===== src/rtl/picoview_spi_master.sv =====
// rtl/picoview_spi_master.sv - SPI initiator for the picoview register protocol
// Sends an 8-bit command byte and a 32-bit data word, and captures the returned 32-bit word.
module picoview_spi_master #(
  parameter int CLK_DIV = 4,
  parameter int CMD_GAP = 16,
  parameter int CS_IDLE = 8
) (
  input  logic        clk,
  input  logic        reset,
  input  logic        start,
  input  logic        is_write,
  input  logic [6:0]  register_number,
  input  logic [31:0] write_data,
  output logic        ready,
  output logic        done,
  output logic [31:0] read_data,
  output logic        sck,
  output logic        sdo,
  input  logic        sdi,
  output logic        cs
);

  localparam int MAX_A   = (CLK_DIV > CMD_GAP) ? CLK_DIV : CMD_GAP;
  localparam int MAX_CNT = (MAX_A > CS_IDLE) ? MAX_A : CS_IDLE;
  localparam int PW      = $clog2(MAX_CNT);

  localparam logic [PW-1:0] DIV_LAST = PW'(CLK_DIV - 1);
  localparam logic [PW-1:0] GAP_LAST = PW'(CMD_GAP - 1);
  // The cycle in which ready is seen also keeps cs high, so RECOVER is one short of CS_IDLE.
  localparam logic [PW-1:0] REC_LAST = PW'((CS_IDLE > 1) ? CS_IDLE - 2 : 0);

  typedef enum logic [2:0] {
    S_IDLE,
    S_SETUP,
    S_CMD,
    S_GAP,
    S_DATA,
    S_HOLD,
    S_RECOVER
  } state_t;

  state_t        state;
  state_t        state_next;
  logic [PW-1:0] phase_cnt;
  logic [5:0]    bit_cnt;
  logic          sck_high;
  logic [39:0]   tx_shift;
  logic [31:0]   rx_shift;

  logic          phase_end;
  logic          load;
  logic          sck_rise;
  logic          bit_end;
  logic          finish;

  always_comb begin
    state_next = state;
    phase_end  = 1'b0;
    load       = 1'b0;
    sck_rise   = 1'b0;
    bit_end    = 1'b0;
    finish     = 1'b0;
    case (state)
      S_IDLE: begin
        if (start) begin
          load       = 1'b1;
          state_next = S_SETUP;
        end
      end
      S_SETUP: begin
        if (phase_cnt == DIV_LAST) begin
          phase_end  = 1'b1;
          state_next = S_CMD;
        end
      end
      S_CMD, S_DATA: begin
        if (phase_cnt == DIV_LAST) begin
          phase_end = 1'b1;
          if (!sck_high) begin
            sck_rise = 1'b1;
          end else begin
            // End of the high phase: sample sdi, then sck falls and sdo advances.
            bit_end = 1'b1;
            if (state == S_CMD && bit_cnt == 6'd7) begin
              state_next = S_GAP;
            end
            if (state == S_DATA && bit_cnt == 6'd39) begin
              state_next = S_HOLD;
            end
          end
        end
      end
      S_GAP: begin
        if (phase_cnt == GAP_LAST) begin
          phase_end  = 1'b1;
          state_next = S_DATA;
        end
      end
      S_HOLD: begin
        if (phase_cnt == DIV_LAST) begin
          phase_end  = 1'b1;
          finish     = 1'b1;
          state_next = (CS_IDLE > 1) ? S_RECOVER : S_IDLE;
        end
      end
      S_RECOVER: begin
        if (phase_cnt == REC_LAST) begin
          phase_end  = 1'b1;
          state_next = S_IDLE;
        end
      end
      default: state_next = S_IDLE;
    endcase
  end

  always_ff @(posedge clk or posedge reset) begin
    if (reset) begin
      state     <= S_IDLE;
      phase_cnt <= '0;
      bit_cnt   <= 6'd0;
      sck_high  <= 1'b0;
      tx_shift  <= 40'd0;
      rx_shift  <= 32'd0;
      read_data <= 32'd0;
      done      <= 1'b0;
    end else begin
      state <= state_next;
      done  <= finish;

      if (state == S_IDLE || phase_end) begin
        phase_cnt <= '0;
      end else begin
        phase_cnt <= phase_cnt + PW'(1);
      end

      if (load) begin
        tx_shift <= {is_write, register_number, (is_write ? write_data : 32'd0)};
        bit_cnt  <= 6'd0;
      end else if (bit_end) begin
        tx_shift <= {tx_shift[38:0], 1'b0};
        bit_cnt  <= (bit_cnt == 6'd39) ? 6'd0 : bit_cnt + 6'd1;
      end

      // Command-phase bits are shifted out of the top by the 32 data-phase samples.
      if (bit_end) begin
        rx_shift <= {rx_shift[30:0], sdi};
      end

      if (finish) begin
        read_data <= rx_shift;
      end

      if (sck_rise) begin
        sck_high <= 1'b1;
      end else if (bit_end) begin
        sck_high <= 1'b0;
      end
    end
  end

  assign ready = (state == S_IDLE);
  assign cs    = (state == S_IDLE) || (state == S_RECOVER);
  assign sck   = sck_high;
  assign sdo   = cs ? 1'b0 : tx_shift[39];

endmodule


===== config.mk =====
export PLATFORM = sky130hd
export DESIGN_NAME = picoview_spi_master
export DESIGN_NICKNAME = d
export VERILOG_FILES = /design/src/rtl/picoview_spi_master.sv
export SDC_FILE = /design/constraint.sdc
export NUM_CORES = 1
export LEC_CHECK = 0
export ABC_AREA = 1
export CORE_MARGIN = 3
export CORE_UTILIZATION = 54
export CTS_BUF_LIST = sky130_fd_sc_hd__clkbuf_8
export DETAILED_ROUTE_END_ITERATION = 8
export GPL_TIMING_DRIVEN = 1
export PLACE_DENSITY = 0.8
export SYNTH_ARGS = -nofsm -noshare
export SYNTH_HDL_FRONTEND = slang
export SYNTH_SLANG_ARGS = --single-unit

===== constraint.sdc =====
create_clock -name clk -period 10.85 [get_ports clk]
set_input_delay 2.7125 -clock clk [delete_from_list [all_inputs] [get_ports clk]]
set_output_delay 2.7125 -clock clk [all_outputs]
set_load 0.05 [all_outputs]

==> flow_summary.toml, run 1 <==
[placement]
port_buffers = 80
finalWeightedCongestion = 0.9038
dp_hpwl_um = 6600

[drt]
maxUsedRoutingLayer = "met4"
dr.pass1.iters = 4
via_count = 4207
route.met3.wl_um = 423
met1_length_um = 4550
wl_per_cell_um = 12.09
routed_wl_um = 10040
viasPerCell = 5.063
drt-initial-drc-count = 208
met2WireLength_um = 4965
drc = 0
antenna_left = 0

[critical_path]
path_max_fanout = 7
critPathCaptureType = "primary output"
arrival_ns = 2.12
cp-start-kind = "flip-flop"
cp.required_ns = 8.14
crit_start = "state[1]"
critPathKind = "flip-flop to primary output"
reg2reg_from = "state[1]"

[timing]
period_needed_ns = 4.834
post-route-period-util = 0.4456
fmax_mhz = 206.8
slew_violations = 0
setup_viol = 0
tightest_slew_ns = 1.132
finalHoldViolations = 0
rsz0062_at_grt = "no"
tns_ns = 0
skew_ns = 0.007927
timing.slew.headroom = 0.2428

[clock_network]
hold_buffers = 0
clk_latency_ns = 0.42
cts_resized = 0
post_cts_buffers = 0
cts.sinks = 119
cts_tree = "yes"
cts_buffers = 17
htreeDepth = 4
clockRootBuffer = "clkbuf_8"
clk_pin_slew_ns = 0.07
cts_buffer_depth = 2

[logic_synthesis]
yosysUniqueCellTypes = 29
synthSimpleGateAreaFrac = 0.1929
synth_top_family_by_area = "simple AND/OR/NAND/NOR gates"
yosysTopAreaCell = "dfrtp_1"
synthXorXnorAreaFrac = 0.004976
seq_area_frac_synth = 0.5640
netlist_area_um2 = 5280
synthTopCellsByArea = "dfrtp_1 (56%), nand2_1 (10%), o21ai_0 (8.2%)"
synth_fp_nets = 668
syn_inst = 621
synth_seq_cells = 119
synthAdderAreaFrac = 0.007109
synth_area_per_cell_um2 = 8.503
synth_compound_area_frac = 0.1332
synthMuxAreaShare = 0
post-synth-top-area-fraction = 0.5640
synth_warnings = 0

[floorplanning]
design.core.area_um2 = 9371
io-pin-count = 81
die_h_um = 104.9
row_count = 35
die_w_um = 104.9
dieArea_um2 = 11000
start_util = 0.5634

[cells_and_area]
mostFrequentLayoutCell = "nand2_1"
layout.cells.most_common_list = "nand2_1 (146), dfrtp_1 (119), o21ai_0 (87)"
antenna_cells = 0
drive_above_1_share = 0.06695
areaGrowthSynthToFinish_pct = 22.39
nets = 736

[min_path]
min_from = "read_data[31]"
hold_class = "flip-flop to flip-flop"

[global_route]
track_usage = 0.1956
gr-total-overflow = 0
grt_pass1_wl_um = 17620
grt_max_degree = 72
antenna_found_initial = 0
grt_pass1_vias = 4105

[power_and_ir_drop]
p_total_w = 0.001346
power_density_nw_per_um2 = 208.4
p_leak_nw = 2.827
peakVddDrop_mv = 0.1199

[status]
run_status = "completed"

[job]
cap_violations = 0
[state kept, by name, indices dropped and copies added, names as in the netlist]
name	flops
rx_shift	32
phase_cnt	4
state	3
tx_shift	40
done	1
bit_cnt	6
sck	1
read_data	32
[report_power, final]
part	switching (W)	internal, W
logic	0.000253	0.000128
clock network	0.000183	0.000205
registers	0.0000454	0.000532
total	0.000482	0.000865
[stage by stage]
stage          hold WS [ns]    util  instance area (um2)  setup slack [ns]  std cells
3_5_place_dp         0.4645  0.6479                 6072             5.654        799
2_1_floorplan        0.4422       -                 5280             4.980        621
5_1_grt              0.5035  0.6896                 6462             5.755        831
6_report             0.4821  0.6896                 6462             6.016        831
4_1_cts              0.4832  0.6896                 6462             5.975        831
3_3_place_gp         0.4645  0.6479                 6072             5.706        799
[routing by layer]
| layer | global-route usage | vias to the layer above |
|---|---|---|
| met5 | 0 | - |
| met1 | 0.2382 | 1996 |
| li1 | - | 2117 |
| met3 | 0.05250 | 10 |
| met2 | 0.3364 | 84 |
| met4 | 0.06654 | 0 |
[final cells by class]
cell class	instances	area, um2
fillers	757	2909
inverters	85	324.1
clock buffers	17	234.0
clock inverters	15	156.4
multi-input cells	383	1785
repair buffers	83	823.3
well taps	129	161.4
flip-flops and latches	119	2978
[synth_stat cells, drive strengths merged]
library cell / number
dfrtp: 119
a21oi: 4
o21ai: 127
inv: 85
nand4: 4
nand3: 62
buf: 27
ha: 3
xnor2: 1
o21a: 1
clkbuf: 7
nor2: 22
or2: 1
o31ai: 1
a31oi: 2
xor2: 2
o211ai: 2
nand2: 151
[cell families (layout without fill, tap and decap cells)]
group | after synthesis | after routing
AND/OR/NAND/NOR | 240 | 240
AO/OA/AOI/OAI | 137 | 137
flip-flops | 119 | 119
buffers and inverters | 119 | 200
adder cells (fa/ha/maj) | 3 | 3
XOR/XNOR | 3 | 3
[critical path, cell delays in order (launching register included)]
cell	delay [ns]
dfrtp_1	0.46
nor2_2	0.21
nand2_2	0.12
nand2_1	0.11
clkdlybuf4s50_1	0.80
[path summary, 6_finish.rpt]
path / end / slack (ns) / depth (start not counted)
setup reg to reg: bit_cnt[5] / 8.10 / 10
min in group asynchronous: tx_shift[16] / 2.74 / 2
hold reg to reg: read_data[31] / 0.48 / 2
setup / recovery: cs / 6.02 / 4
max in group asynchronous: read_data[17] / 6.87 / 3
hold / removal: read_data[31] / 0.48 / 2
(Power assumes the default switching activity.)
==> run 2, diff against run 1 <==
Clock period 10.85 ns to 4.6 ns, I/O delays scaled along.
==> flow_summary.toml, run 2 (synthesis gave the netlist of run 1 again) <==
[status]
run_status = "completed"

[clock_network]
clk_latency_ns = 0.42
htreeDepth = 4
clockRootBuffer = "clkbuf_8"
cts_resized = 0
cts_tree = "yes"
cts.sinks = 119
post_cts_buffers = 0
clk_pin_slew_ns = 0.08
hold_buffers = 0
cts_buffer_depth = 2
cts_buffers = 17

[global_route]
grt_max_degree = 84
grt_pass1_wl_um = 18150
grt_pass1_vias = 4079
gr-total-overflow = 0
antenna_found_initial = 0
track_usage = 0.2023

[placement]
port_buffers = 80
dp_hpwl_um = 6872
finalWeightedCongestion = 0.8395
pre_cts_slack_ns = 1.539
placed_area_um2 = 6080

[job]
cap_violations = 0

[critical_path]
cp-start-kind = "flip-flop"
r2r_cells = 10
arrival_ns = 2.14
critPathTopFamily = "buffers and inverters"
worst_path_largest_cell_delay_ns = 0.80
cp.required_ns = 3.45
cp_cell_sequence = "nor2_2 > nand2_2 > nand2_1 > clkdlybuf4s50_1"
path_max_fanout = 7
crit_path_top_delay_cell = "clkdlybuf4s50_1"
critPathCaptureType = "primary output"
cp_num_cells = 4
path_buf_inv = 1
critPathKind = "flip-flop to primary output"

[power_and_ir_drop]
switchingPower_w = 0.001147
switching_share = 0.3601
p_total_w = 0.003186
seqPwrFrac = 0.427
peakVddDrop_mv = 0.3152
power_frac_comb = 0.285
power_density_nw_per_um2 = 493.1
p_leak_nw = 2.833
clkPwrFrac = 0.287
p_int_w = 0.002039

[cells_and_area]
nFillCells = 784
antenna_cells = 0
fin_area_um2 = 6462
top_regs = "tx_shift: 40 flops, read_data: 32 flops, rx_shift: 32 flops"
layout.cells.most_common_list = "nand2_1 (146), dfrtp_1 (119), o21ai_0 (87)"
mostFrequentLayoutCell = "nand2_1"
largest_reg_flops = 40
regMostFlops = "tx_shift"
nets = 737
drive_above_1_share = 0.06980
areaGrowthSynthToFinish_pct = 22.39

[timing]
timing.slew.headroom = 0.2566
fmax_mhz = 304.2
hold-worst-slack_ns = 0.4827
slew_violations = 0
post-route-period-util = 0.7145
setup_viol = 0
finalHoldViolations = 0
tns_ns = 0
tightest_slew_ns = 1.112
skew_ns = 0.01466
setup_slack_ns = 1.313
period_needed_ns = 3.287
rsz0062_at_grt = "no"

[drt]
antenna_left = 0
dr.pass1.iters = 4
viasPerCell = 5.110
drc = 0
wl_per_cell_um = 12.42
drt-initial-drc-count = 269
via_count = 4246
routed_wl_um = 10320

[min_path]
hold_class = "flip-flop to flip-flop"
hold_depth = 2

[floorplanning]
start_util = 0.5634
dieArea_um2 = 11000
die_h_um = 104.9
die_w_um = 104.9
row_count = 35
design.core.area_um2 = 9371
io-pin-count = 81
## run 2: cell types whose count changed in the layout (fill, tap and decap cells not counted)
cell        change
buf_4           +1
clkinv_2        +3
clkinv_4        -1
clkinvlp_4      -2
inv_1           -2
inv_6           +1
## run 2: layout make-up
| class | count | area [um2] | area share |
|---|---|---|---|
| flip-flops and latches | 119 | 2978 | 0.4608 |
| multi-input cells | 383 | 1785 | 0.2763 |
| repair buffers | 84 | 830.8 | 0.1286 |
| inverters | 85 | 324.1 | 0.05015 |
| clock buffers | 17 | 234.0 | 0.03621 |
| well taps | 129 | 161.4 | 0.02498 |
| clock inverters | 14 | 148.9 | 0.02304 |
## run 2: power by group through the flow
stage	sequential, W	combinational [W]	clock, W
floorplan	0.00139	0.000694	0
global placement	0.00137	0.000871	0
detailed placement	0.00138	0.000912	0
CTS	0.00136	0.000913	0.000932
global route	0.00139	0.00105	0.000982
finish	0.00136	0.000908	0.000916
## run 2: worst min-delay path: cells and delay by family, from the launching register on
family / cells / cell delay, ns
and+or+nand+nor: 1 / 0.05
AOI/OAI and AO/OA: 1 / 0.05
DFF: 1 / 0.35
## run 2: routing by layer
layer	track usage	vias up	wire length (um)
met5	0	-	0
li1	-	2117	-
met2	0.3295	110	5082
met4	0.06560	0	159
met1	0.2576	2003	4597
met3	0.06485	16	479
## run 2: worst paths after layout
| check | from | slack, ns | endpoint |
|---|---|---|---|
| max in group asynchronous | reset | 2.38 | tx_shift[35] |
| hold / removal | read_data[13] | 0.48 | read_data[13] |
| setup / recovery | state[1] | 1.31 | cs |
| setup reg to reg | phase_cnt[0] | 1.94 | bit_cnt[5] |
| hold reg to reg | read_data[13] | 0.48 | read_data[13] |
| min in group asynchronous | reset | 1.32 | read_data[11] |
## run 2: metrics by stage
stage,utilization,instances
finish,0.6896,831
global route,0.6896,831
CTS,0.6896,831
detailed placement,0.6487,800
global placement,0.6487,800
floorplan,-,621
==> run 3, diff against run 2 <==
Settings changed: CORE_UTILIZATION 54 to 50, PLACE_DENSITY 0.8 to 0.78.
Clock period 4.6 ns to 2.8 ns, I/O delays scaled along.
==> flow_summary.toml, run 3 (synthesis gave the netlist of run 1 again) <==
[status]
run_status = "completed"

[drt]
wl_per_cell_um = 12.38
drc = 0
drt-initial-drc-count = 189
antenna_left = 0
dr.pass1.iters = 4
viasPerCell = 5.040
routed_wl_um = 10410
via_count = 4239

[floorplanning]
design.core.area_um2 = 10000
io-pin-count = 81
row_count = 36
dieArea_um2 = 11830
start_util = 0.5280
die_w_um = 108.8
die_h_um = 108.8

[clock_network]
clk_pin_slew_ns = 0.07
htreeDepth = 4
cts.sinks = 119
hold_buffers = 0
cts_tree = "yes"
cts_buffer_depth = 2
post_cts_buffers = 0
cts_buffers = 17
clk_latency_ns = 0.41
clockRootBuffer = "clkbuf_8"

[critical_path]
cp_cell_sequence = "nor2_2 > nand2_2 > nand2_1 > dlygate4sd2_1"
critPathTopFamily = "buffers and inverters"
path_max_fanout = 7
cp-start-kind = "flip-flop"
path_buf_inv = 1
cp.required_ns = 2.10
arrival_ns = 1.81
critPathCaptureType = "primary output"
worst_path_largest_cell_delay_ns = 0.53
critPathKind = "flip-flop to primary output"
crit_path_top_delay_cell = "dlygate4sd2_1"

[timing]
rsz0062_at_grt = "no"
setup_viol = 0
tightest_slew_ns = 0.6306
period_needed_ns = 2.511
slew_violations = 0
post-route-period-util = 0.8967
tns_ns = 0
hold-worst-slack_ns = 0.4843
timing.slew.headroom = 0.5781
skew_ns = 0.01154
fmax_mhz = 398.3
finalHoldViolations = 0

[cells_and_area]
layout.cells.most_common_list = "nand2_1 (146), dfrtp_1 (119), o21ai_0 (87)"
antenna_cells = 0
fin_area_um2 = 6548
nets = 742
drive_above_1_share = 0.07768
mostFrequentLayoutCell = "nand2_1"
top_regs = "tx_shift: 40 flops, read_data: 32 flops, rx_shift: 32 flops"
areaGrowthSynthToFinish_pct = 24.00
regMostFlops = "tx_shift"
largest_reg_flops = 40
nFillCells = 871

[placement]
finalWeightedCongestion = 0.8162
placed_area_um2 = 6148
port_buffers = 80
dp_hpwl_um = 6927

[power_and_ir_drop]
p_total_w = 0.005301
p_leak_nw = 2.903
power_density_nw_per_um2 = 809.6
peakVddDrop_mv = 0.4365

[global_route]
grt_pass1_wl_um = 17800
grt_pass1_vias = 4043
grt_max_degree = 71
gr-total-overflow = 0
track_usage = 0.1866
antenna_found_initial = 0

[min_path]
hold_class = "flip-flop to flip-flop"

[job]
cap_violations = 0
[run 3: changes by cell type in the layout (fill, tap and decap cells not counted), sizes merged]
| cell | previous run | this run |
|---|---|---|
| clkinv | 4 | 6 |
| dlymetal6s2s | 0 | 1 |
| clkdlybuf4s50 | 80 | 77 |
| inv | 89 | 91 |
| dlygate4sd2 | 0 | 2 |
| buf | 4 | 9 |
| clkinvlp | 4 | 1 |
[run 3: tightest hold or removal path, delay by kind of cell, from the launching register on]
family	cells	cell delay (ns)
simple gates	1	0.05
compound gates	1	0.06
flops	1	0.34
[run 3: what timing repair did]
action / CTS / global route
setup endpoints to repair: 2 / 1
gates resized for setup: 2 / 1
pin swaps: 0 / 0
[run 3: power by group]
part | internal [W] | total (W) | switching [W] | leakage [nW]
sequential | 0.00206 | 0.00223 | 0.000172 | 1.61
clock | 0.000813 | 0.00157 | 0.000757 | 0.208
combinational | 0.000501 | 0.00150 | 0.000997 | 1.08
[run 3: per-stage QoR]
stage	utilization	setup WS, ns	cells
after CTS	0.6545	0.004065	841
after floorplan	-	0.4198	621
after detailed placement	0.6149	0.4297	809
final	0.6548	0.2893	841
after global placement	0.6149	0.5013	809
after global routing	0.6548	0.2099	841
[run 3: metal layers]
metal | wire, um | part of all wire | vias to the layer above | track usage
met1 | 4783 | 0.46 | 2004 | 0.2363
met2 | 5087 | 0.49 | 89 | 0.3199
met4 | 57 | 0.0055 | 0 | 0.05500
met5 | 0 | 0 | - | 0
li1 | - | - | 2142 | -
met3 | 482 | 0.046 | 4 | 0.04381
[run 3: area by class of cell]
type	instances	area [um2]	area share
Inverter	85	325.3	0.04968
Multi-Input combinational cell	383	1785	0.2727
Clock inverter	15	165.2	0.02522
Clock buffer	17	234.0	0.03573
Timing Repair Buffer	89	893.4	0.1364
Tap cell	133	166.4	0.02542
Sequential cell	119	2978	0.4548
[run 3: worst paths after layout]
path,to,from,slack (ns),cells past startpoint
worst max-delay path,cs,state[1],0.29,4
worst min-delay path,read_data[30],read_data[30],0.48,2
worst max register to register,read_data[9],phase_cnt[0],0.88,7
worst min register to register,read_data[30],read_data[30],0.48,2
max in group asynchronous,read_data[6],reset,1.76,3
min in group asynchronous,state[0],reset,0.75,3
